### config.mk
export PLATFORM = sky130hd
export DESIGN_NAME = pulse_blinker
export DESIGN_NICKNAME = d
export VERILOG_FILES = /design/src/rtl/pulse_blinker.sv
export SDC_FILE = /design/constraint.sdc
export NUM_CORES = 1
export LEC_CHECK = 0
export BUFFER_PORTS_ARGS = -buffer_cell sky130_fd_sc_hd__buf_2
export CAP_MARGIN = 20
export CELL_PAD_IN_SITES_DETAIL_PLACEMENT = 0
export CELL_PAD_IN_SITES_GLOBAL_PLACEMENT = 1
export CORE_UTILIZATION = 41
export DETAILED_ROUTE_END_ITERATION = 10
export GPL_ROUTABILITY_DRIVEN = 0
export GPL_TIMING_DRIVEN = 0
export PLACE_DENSITY_LB_ADDON = 0.1
export SETUP_SLACK_MARGIN = 0.15
export SLEW_MARGIN = 20
export SYNTH_ARGS = -nofsm -noshare
export SYNTH_HDL_FRONTEND = slang
export SYNTH_SLANG_ARGS = --single-unit
### constraint.sdc
create_clock -name clk -period 2.89 [get_ports clk]
set_clock_uncertainty 0.2 [all_clocks]
set_input_delay 0.867 -clock clk [delete_from_list [all_inputs] [get_ports clk]]
set_output_delay 0.867 -clock clk [all_outputs]
set_load 0.05 [all_outputs]
### src/rtl/pulse_blinker.sv
// Stretches single-cycle event pulses into visible LED blinks (ON window + OFF gap),
// queueing events that arrive mid-blink. Optional sticky drop flag: PULSE_BLINKER_OVF_EN.
module pulse_blinker #(
`ifdef SYNTHESIS
  parameter int ON_CYCLES  = 6000000,
  parameter int OFF_CYCLES = 6000000,
`else
  parameter int ON_CYCLES  = 500,
  parameter int OFF_CYCLES = 500,
`endif
  parameter int   MAX_PENDING  = 15,
  parameter logic ACTIVE_LEVEL = 1'b1,
  localparam int  CMAX  = (ON_CYCLES > OFF_CYCLES) ? ON_CYCLES : OFF_CYCLES,
  localparam int  CBITS = $clog2(CMAX + 1),
  localparam int  PBITS = $clog2(MAX_PENDING + 1)
) (
  input  logic             clk,
  input  logic             rst,
  input  logic             i_pulse,
  output logic             o_led,
  output logic             o_busy,
  output logic [PBITS-1:0] o_pending
`ifdef PULSE_BLINKER_OVF_EN
  ,
  output logic             o_overflow
`endif
);

  localparam logic [1:0] S_IDLE = 2'd0;
  localparam logic [1:0] S_ON   = 2'd1;
  localparam logic [1:0] S_GAP  = 2'd2;

  logic [1:0]       state_r, state_s;
  logic [CBITS-1:0] cnt_r, cnt_s;
  logic [PBITS-1:0] pending_r, pending_s;
  logic             led_r, busy_r;
  logic             on_last_s, gap_last_s, have_pend_s, full_s;
  logic             queue_s, consume_s;

  // Next-state, phase counter and queue-request decode
  always_comb begin
    on_last_s   = (cnt_r == CBITS'(ON_CYCLES - 1));
    gap_last_s  = (cnt_r == CBITS'(OFF_CYCLES - 1));
    have_pend_s = (pending_r != {PBITS{1'b0}});
    full_s      = (pending_r == PBITS'(MAX_PENDING));
    state_s     = state_r;
    cnt_s       = cnt_r + CBITS'(1);
    queue_s     = 1'b0;
    consume_s   = 1'b0;
    case (state_r)
      S_IDLE: begin
        cnt_s = {CBITS{1'b0}};
        if (i_pulse) begin
          state_s = S_ON;
        end else begin
          state_s = S_IDLE;
        end
      end
      S_ON: begin
        queue_s = i_pulse;
        if (on_last_s) begin
          state_s = S_GAP;
          cnt_s   = {CBITS{1'b0}};
        end else begin
          state_s = S_ON;
        end
      end
      S_GAP: begin
        if (gap_last_s) begin
          cnt_s = {CBITS{1'b0}};
          if (have_pend_s) begin
            // Replay a queued event; a simultaneous pulse takes its slot in the queue.
            consume_s = 1'b1;
            queue_s   = i_pulse;
            state_s   = S_ON;
          end else if (i_pulse) begin
            state_s = S_ON;
          end else begin
            state_s = S_IDLE;
          end
        end else begin
          queue_s = i_pulse;
          state_s = S_GAP;
        end
      end
      default: begin
        state_s = S_IDLE;
        cnt_s   = {CBITS{1'b0}};
      end
    endcase
  end

  // Saturating pending-count update
  always_comb begin
    pending_s = pending_r;
    if (queue_s && !consume_s) begin
      if (!full_s) begin
        pending_s = pending_r + PBITS'(1);
      end else begin
        pending_s = pending_r;
      end
    end else if (consume_s && !queue_s) begin
      pending_s = pending_r - PBITS'(1);
    end else begin
      pending_s = pending_r;
    end
  end

  // State, counters and registered outputs
  always_ff @(posedge clk) begin
    if (rst) begin
      state_r   <= S_IDLE;
      cnt_r     <= {CBITS{1'b0}};
      pending_r <= {PBITS{1'b0}};
      led_r     <= ~ACTIVE_LEVEL;
      busy_r    <= 1'b0;
    end else begin
      state_r   <= state_s;
      cnt_r     <= cnt_s;
      pending_r <= pending_s;
      led_r     <= (state_s == S_ON) ? ACTIVE_LEVEL : ~ACTIVE_LEVEL;
      busy_r    <= (state_s != S_IDLE);
    end
  end

  assign o_led     = led_r;
  assign o_busy    = busy_r;
  assign o_pending = pending_r;

`ifdef PULSE_BLINKER_OVF_EN
  logic ovf_r;
  logic drop_s;

  assign drop_s = queue_s && !consume_s && full_s;

  // Sticky record of any event lost to saturation
  always_ff @(posedge clk) begin
    if (rst) begin
      ovf_r <= 1'b0;
    end else begin
      ovf_r <= ovf_r | drop_s;
    end
  end

  assign o_overflow = ovf_r;
`endif

endmodule

After elaboration in Yosys (flattened, before gate mapping)
Cells that the tools add are included.
Cells by class
  multiplexer cells: 15
  add/subtract/negate cells: 3
  equal/unequal tests: 6
  bitwise gates (word level): 1
  reduce and logical (&&, ||, !) cells: 11
Operators with widths (number)
  adder 23 x 1 -> 23 bit, second input constant: 1
  == test 23 bit, second input constant: 1
  2-to-1 mux 4 bit: 3
  2-to-1 mux 1 bit: 7
  2-to-1 mux 2 bit: 3
  case mux 2 bit (3 select lines): 1
  adder 4 x 1 -> 4 bit, second input constant: 1
  == test 2 x 1 -> 1 bit, second input constant: 2
  == test 4 bit, second input constant: 1
  nonzero test 2 bit: 2
  nonzero test 4 bit: 1
  subtractor 4 x 1 -> 4 bit, second input constant: 1
  OR reduction 3 bit: 1
  == test 2 bit, second input constant: 1
  logical AND 1 bit: 2
  zero test 1 bit: 2
  zero test 2 bit: 1
  inequality test 2 bit, second input constant: 1
  case mux 1 bit (2 select lines): 1
  AND reduction 2 bit: 1
  OR reduction 2 bit: 1
  NOT 1 bit: 1
Word-level totals
  output and inout port bits: 6
  input port bits: 3
  word-level logic and storage cells: 41
  register bits: 31

Longest topological paths before layout
Gate-level depths: netlist (run 1).
  depth in word-level cells: 8
  depth in mapped cells: 13
  depth with buffers taken out: 13

Worst setup path before layout (run 1)
No wires, ideal clock.
  path kind: register to register
  start: reg pending_r[0] (netlist: o_pending[0])
  end: reg pending_r[3] (netlist: o_pending[3])
  cell stages (with the launch flop): 12
  clock period less this slack: 3.255 ns
  data arrival time: 2.934 ns
  setup time: 0.121 ns
  data required time: 2.569 ns
  setup slack: -0.365 ns
  buffers on the path: 0
  cells stage by stage: dfxtp_1 or4_1 a21boi_1 a21o_1 nand2_1 ha_1 a21oi_1 nand2_1 o2111ai_1 o31ai_1 o31a_1 mux2_4
On the way
  word-level cells in the longest chain between the ends: 8
  elaborated cells on any way between the ends: 20
  those cells by class: add/sub: 2; eq/ne: 2; mux: 9; reduce/logical: 7
RTL lines
  start: declaration: line 35  | logic [PBITS-1:0] pending_r, pending_s;
  start signal: assignment: line 114  | pending_r <= {PBITS{1'b0}};
  start signal: assignment: line 120  | pending_r <= pending_s;
  nonzero test 4 bit: line 44  | have_pend_s = (pending_r != {PBITS{1'b0}});
  2-to-1 mux 1 bit: line 71  | if (have_pend_s) begin
  2-to-1 mux 1 bit: line 69  | if (gap_last_s) begin
  case mux 1 bit (2 select lines) / 2-to-1 mux 1 bit (equally long branches): line 50  | case (state_r)
  zero test 1 bit (on tied branches): line 102, 96
  logical AND 1 bit (on tied branches): line 102, 96
  nonzero test 2 bit (no source line) / inequality test 2 bit (equally long branches)
  AND reduction 2 bit (no source line)
Several ways; a longest one is shown, not always the timed one. The select of a mux whose other input is x is not followed.
A chain may end at the register's enable or synchronous reset.

Final worst setup path (run 1)
Ends and elaborated chain as after synthesis.

==> results of run 1 <==
-- cell usage in the layout (no fill, tap or decap), drive strengths merged, types with 4 or more instances in the layout --
master	count
clkbuf	10
nand4	4
nor2	35
nand2	13
xnor2	8
inv	4
dfxtp	31
nand3	14
ha	7
xor2	15
buf	18
-- final cells by class --
class	instances	area (µm²)
sequential	31	640.6
clock inverter	1	5.005
clock buffer	7	76.32
timing repair buffer	18	115.1
multi-input combinational	134	1015
inverter	4	15.01
buffer	3	12.51
tap	46	57.56
fill	344	1531
-- through the flow --
stage	instances	setup TNS, ns	power (mW)
after floorplan	172	0	0.5022
after global placement	226	-0.1879	0.5175
after detailed placement	226	-0.2279	0.5183
after CTS	243	0	0.8544
after global routing	244	-0.07133	0.8798
final	244	0	0.8407
-- worst max-delay path by stage --
stage / startpoint / depth (start not counted) / end / slack (ns)
6_report: o_pending[0] / 11 / o_pending[3] / 0.01
5_1_grt: cnt_r[1] / 13 / o_pending[3] / -0.07
4_1_cts: o_pending[0] / 11 / o_pending[3] / 0.04
3_5_place_dp: cnt_r[12] / 12 / o_pending[3] / -0.23
3_3_place_gp: cnt_r[8] / 12 / o_pending[3] / -0.19
2_1_floorplan: o_pending[1] / 11 / o_pending[3] / 0.05
-- power groups by stage --
| stage | Sequential, mW | Clock [mW] | Combinational, mW |
|---|---|---|---|
| 2_1_floorplan | 0.464 | 0 | 0.0381 |
| 3_3_place_gp | 0.449 | 0 | 0.0687 |
| 3_5_place_dp | 0.449 | 0 | 0.0691 |
| 4_1_cts | 0.438 | 0.332 | 0.0837 |
| 5_1_grt | 0.438 | 0.348 | 0.0932 |
| 6_report | 0.437 | 0.319 | 0.0848 |
-- flip-flops by register name (all words and copies together) (netlist names) --
name	cells
cnt_r	23
state_r	2
o_busy	1
o_led	1
o_pending	4
-- worst max-delay path: stages, from the launching register on --
cell and delay (ns):
dfxtp_4 0.34, or4_4 0.53, a21boi_4 0.18, a21o_1 0.11
nand2_2 0.08, ha_4 0.26, a21oi_2 0.16, nand2_2 0.10
buf_4 0.15, o31ai_2 0.17, o31a_1 0.18, mux2_4 0.29
-- metal layers --
| metal | part of all wire | vias up | global-route usage |
|---|---|---|---|
| li1 | - | 638 | - |
| met1 | 0.46 | 576 | 0.2125 |
| met2 | 0.49 | 10 | 0.2876 |
| met3 | 0.026 | 5 | 0.05435 |
| met4 | 0.020 | 0 | 0.08523 |
| met5 | 0 | - | 0 |
-- repair_timing --
item	4_1_cts	5_1_grt
buffers inserted	9	1
hold endpoints to repair	0	0
cloned	0	0
gates resized for setup	10	8
pin swaps	8	2
endpoints found under the setup margin	1	1
-- cells by family after synthesis --
logic type | after synthesis
xor gates and xnor gates | 23
adders and majority gates | 8
buffers and inverters | 7
muxes | 3
and+or+nand+nor | 88
AOI/OAI and AO/OA | 12
DFF | 31
==> qor.txt, run 1 <==
status -> finished clean
post-synthesis simple-gate area fraction -> 0.2857
leading area contributor after synthesis -> dfxtp_1
Setup crit end kind -> register
CTS tree -> yes
I/O Buffers -> 8
Die Width -> 63.32 µm
worst setup path class -> register to register
Total GRT Usage -> 0.1775
Mean Syn Cell Area -> 8.962 µm²
pwr/cell area -> 434.1 mW/mm²
Arr. time, crit path -> 2.85 ns
CTS Root Cell -> clkbuf_8
count of final setup violators -> 0
CP Max Fanout -> 4
Final HPWL DP -> 2072 µm
total gr overflow -> 0
Nets -> 208
main area contributors after synthesis -> dfxtp_1 40%, nor2_1 8.5%, xor2_1 8.5%
Skew-Pair Late Insertion Delay -> 0.28 ns
Critical Path RT -> 2.86 ns
f_max -> 347.4 MHz
Fin. Hold Viols -> 0
Core ar. -> 0.003468 mm²
Commonest cells post-synth -> 35 x nor2_1, 31 x dfxtp_1, 15 x xor2_1
die area -> 0.004009 mm²
hold path start -> cnt_r[0]
Chip Height -> 63.32 µm
clk buf depth -> 2
synthesized area -> 0.001541 mm²
EDFF count, synth -> 0
LEAKAGE -> 0.6974 nW
Mapped Nets -> 183
Synth Flop Type -> dfxtp_1
number of global-route vias before repair -> 1235
Hold Crit Depth -> 1
Async SR Flop Fraction -> 0
post-synthesis compound-gate area fraction -> 0.07143
Int Pwr -> 0.6353 mW
register area share after synthesis -> 0.4026
Worst-path clk slew -> 0.07 ns
drt drc -> 0
pre-CTS WS -> -0.2279 ns
ant diodes -> 0
synthesis-to-finish area growth -> 25.65%
setup ws final -> 0.01139 ns
clk sinks -> 31
Min-Delay Path Class -> register to register
max cap viols -> 0
RSZ-0062 raised after global routing -> true
Ys Warns -> 0
Max Transition Viols Final -> 0
Worst-Margin Slew -> 0.4369 ns
Setup crit start kind -> register
hold slack -> 0.2460 ns
Vias -> 1229
Max-slew headroom -> 0.7076
post-synthesis adder-cell area fraction -> 0.06981
routed wire length -> 2993 µm
design area -> 0.001937 mm²
combinational fraction of design power -> 0.101
cts-stage hold buffer count -> 0
area fraction of the dominant cell type after synthesis -> 0.4026
Distinct cells, synth -> 39
row count -> 21
share of cells above drive strength 1 -> 0.2626
synthesis-stage register bit count -> 31
period utilisation layout -> 0.9961
pin count of the biggest net entering global routing -> 11
area of placed instances -> 0.001695 mm²
sw power -> 0.2055 mW
Finished Core Util -> 0.5584
clock network power share -> 0.379
first-pass GRT wire length -> 5375 µm
Critical R2R Capture -> o_pending[3]
worst hold path endpoint -> cnt_r[0]
Sw Ratio -> 0.2444
flop2flop setup slack -> 0.01 ns
TritonCTS buffer count -> 5
DR vias/cell -> 5.037
xor/xnor share of the synthesized area -> 0.1307
DR iter-0 viols -> 39
IO Pins -> 9
starting density of the core -> 0.4444
WL/cell -> 12.27 µm
cells after synthesis -> 172
mux contribution to synthesized area -> 0.02273
DRT antenna net count -> 0
maximum VDD drop -> 0.2297 mV
Final min period -> 2.879 ns
worst reg2reg path depth -> 11
worst reg2reg startpoint -> o_pending[0]
main combinational cell family by area after synthesis -> simple AND/OR/NAND/NOR gates
H-Tree Depth -> 2
Seq pwr share -> 0.520
DRT Pass-1 Iters -> 4
most common cell in the netlist -> nor2_1
initial antenna violation count -> 0
No activity file was read; power rests on OpenSTA's default activity.
==> inputs of run 2 (changes only) <==
Settings changed: BUFFER_PORTS_ARGS -buffer_cell sky130_fd_sc_hd__buf_2 to -buffer_cell sky130_fd_sc_hd__buf_4.
==> qor.txt, run 2 (synthesis results as in run 1) <==
drt drc -> 0 (unchanged)
Vias -> 1244 (+1.2%)
Top reg by flops -> cnt_r
synthesis-to-finish area growth -> 28.25%
clk sinks -> 31 (unchanged)
Max-slew headroom -> 0.6939 (-0.01373)
max cap viols -> 0 (unchanged)
Finished Layout Cells -> 243 (-0.41%)
most frequent cells in the layout -> 35 x nor2_1, 22 x dfxtp_1, 17 x buf_4, 15 x xor2_1, 14 x nand3_1
f_max -> 349.9 MHz (+0.73%)
Hold Crit Depth -> 1 (unchanged)
count of final setup violators -> 0 (unchanged)
Total Power -> 0.8927 mW (+6.2%)
dpl cells -> 226 (unchanged)
Worst-Margin Slew -> 0.4575 ns (+0.02052 ns)
Max Transition Viols Final -> 0 (unchanged)
CP Max Fanout -> 5 (+1)
maximum VDD drop -> 0.2206 mV (-3.9%)
Final min period -> 2.858 ns (-0.02085 ns)
worst reg2reg path depth -> 11 (unchanged)
starting density of the core -> 0.4444 (unchanged)
period utilisation layout -> 0.9888 (-0.007215)
DR iter-0 viols -> 44 (+13%)
die area -> 0.004009 mm² (unchanged)
number of global-route vias before repair -> 1218 (-1.4%)
TritonCTS buffer count -> 5 (unchanged)
worst reg2reg startpoint -> o_pending[0]
Arr. time, crit path -> 2.83 ns (-0.02 ns)
Final HPWL DP -> 2086 µm (+0.63%)
IO Pins -> 9 (unchanged)
WL/cell -> 12.63 µm (+3.0%)
CTS tree -> yes
status -> finished clean
Fin. Hold Viols -> 0 (unchanged)
Chip Height -> 63.32 µm (unchanged)
H-Tree Depth -> 2 (unchanged)
Setup crit end kind -> register
flop2flop setup slack -> 0.03 ns (+0.02 ns)
ant diodes -> 0 (unchanged)
initial antenna violation count -> 0 (unchanged)
hold path start -> cnt_r[0]
hold slack -> 0.2444 ns (-0.001613 ns)
LEAKAGE -> 0.7155 nW (+2.6%)
CTS Root Cell -> clkbuf_8
Worst-path clk slew -> 0.07 ns (about the same)
row count -> 21 (unchanged)
Core ar. -> 0.003468 mm² (unchanged)
pwr/cell area -> 451.6 mW/mm² (+4.0%)
RSZ-0062 raised after global routing -> true
Total GRT Usage -> 0.1731 (-0.004392)
worst setup path class -> register to register
pin count of the biggest net entering global routing -> 11 (unchanged)
total gr overflow -> 0 (unchanged)
Skew-Pair Late Insertion Delay -> 0.28 ns (about the same)
Critical Path RT -> 2.86 ns (about the same)
DR vias/cell -> 5.119 (+1.6%)
commonest non-fill, non-tap cell in the layout -> nor2_1
first-pass GRT wire length -> 5395 µm (+0.37%)
Nets -> 207 (-0.48%)
Setup crit start kind -> register
worst hold path endpoint -> cnt_r[0]
max reg flops -> 23 (unchanged)
routed wire length -> 3070 µm (+2.6%)
clk buf depth -> 2 (unchanged)
share of cells above drive strength 1 -> 0.2741 (+0.01149)
Critical R2R Capture -> o_pending[3]
DRT Pass-1 Iters -> 4 (unchanged)
DRT antenna net count -> 0 (unchanged)
Min-Delay Path Class -> register to register
I/O Buffers -> 8 (unchanged)
Die Width -> 63.32 µm (unchanged)
-- run 2: cell count changes in the layout (fill, tap and decap cells not counted), sizes merged --
cell / delta
buf: -1
clkinv: -1
clkbuf: +1
-- run 2: how the worst max path moves through the flow --
stage	start	to	slack [ns]	cells after the start
4_1_cts	o_pending[0]	o_pending[3]	0.08	11
5_1_grt	cnt_r[0]	o_pending[3]	-0.05	13
3_3_place_gp	cnt_r[8]	o_pending[3]	-0.18	12
3_5_place_dp	cnt_r[15]	o_pending[3]	-0.19	12
6_report	o_pending[0]	o_pending[3]	0.03	11
2_1_floorplan	o_pending[1]	o_pending[3]	0.05	11
-- run 2: worst max-delay path: stages, from the launching register on --
cell and delay, ns:
dfxtp_4 0.34, or4_4 0.54, a21boi_4 0.18, a21o_1 0.11, nand2_2 0.09, ha_4 0.26
a21oi_2 0.14, nand2_2 0.12, nand3_1 0.10, o31ai_1 0.07, o31a_1 0.32, mux2_4 0.29
-- run 2: per-layer routing --
metal	wire length, µm	GRT usage
met1	1376	0.2088
met2	1553	0.2849
met3	86	0.05072
met4	54	0.07386
met5	0	0
-- run 2: stage by stage --
stage / util / setup TNS, ns / setup slack [ns] / area [µm²]
floorplan: - / 0 / 0.04799 / 1598
global placement: 0.4946 / -0.1824 / -0.1824 / 1715
detailed placement: 0.4946 / -0.1871 / -0.1871 / 1715
CTS: 0.5592 / 0 / 0.07836 / 1939
global route: 0.5700 / -0.04532 / -0.04532 / 1977
finish: 0.5700 / 0 / 0.03224 / 1977
-- run 2: report_power, final --
part / switching, mW / leakage [nW] / internal, mW
registers: 0.00532 / 0.256 / 0.432
clock network: 0.150 / 0.0515 / 0.217
logic: 0.0508 / 0.408 / 0.0371
-- run 2: what timing repair did --
item | 4_1_cts | 5_1_grt
hold buffers | 0 | 0
pin swaps | 8 | 2
cloned | 0 | 0
endpoints found under the setup margin | 1 | 1
gates resized for setup | 11 | 8
endpoints found under the hold margin | 0 | 0
setup buffers | 9 | 0
-- run 2: final cells by class --
| type | count | area, µm² |
|---|---|---|
| Sequential cell | 31 | 641.9 |
| Inverter | 4 | 15.01 |
| Timing Repair Buffer | 17 | 127.6 |
| Tap cell | 46 | 57.56 |
| Clock buffer | 8 | 100.1 |
| Fill cell | 327 | 1491 |
| Multi-Input combinational cell | 134 | 1022 |
| Buffer | 3 | 12.51 |
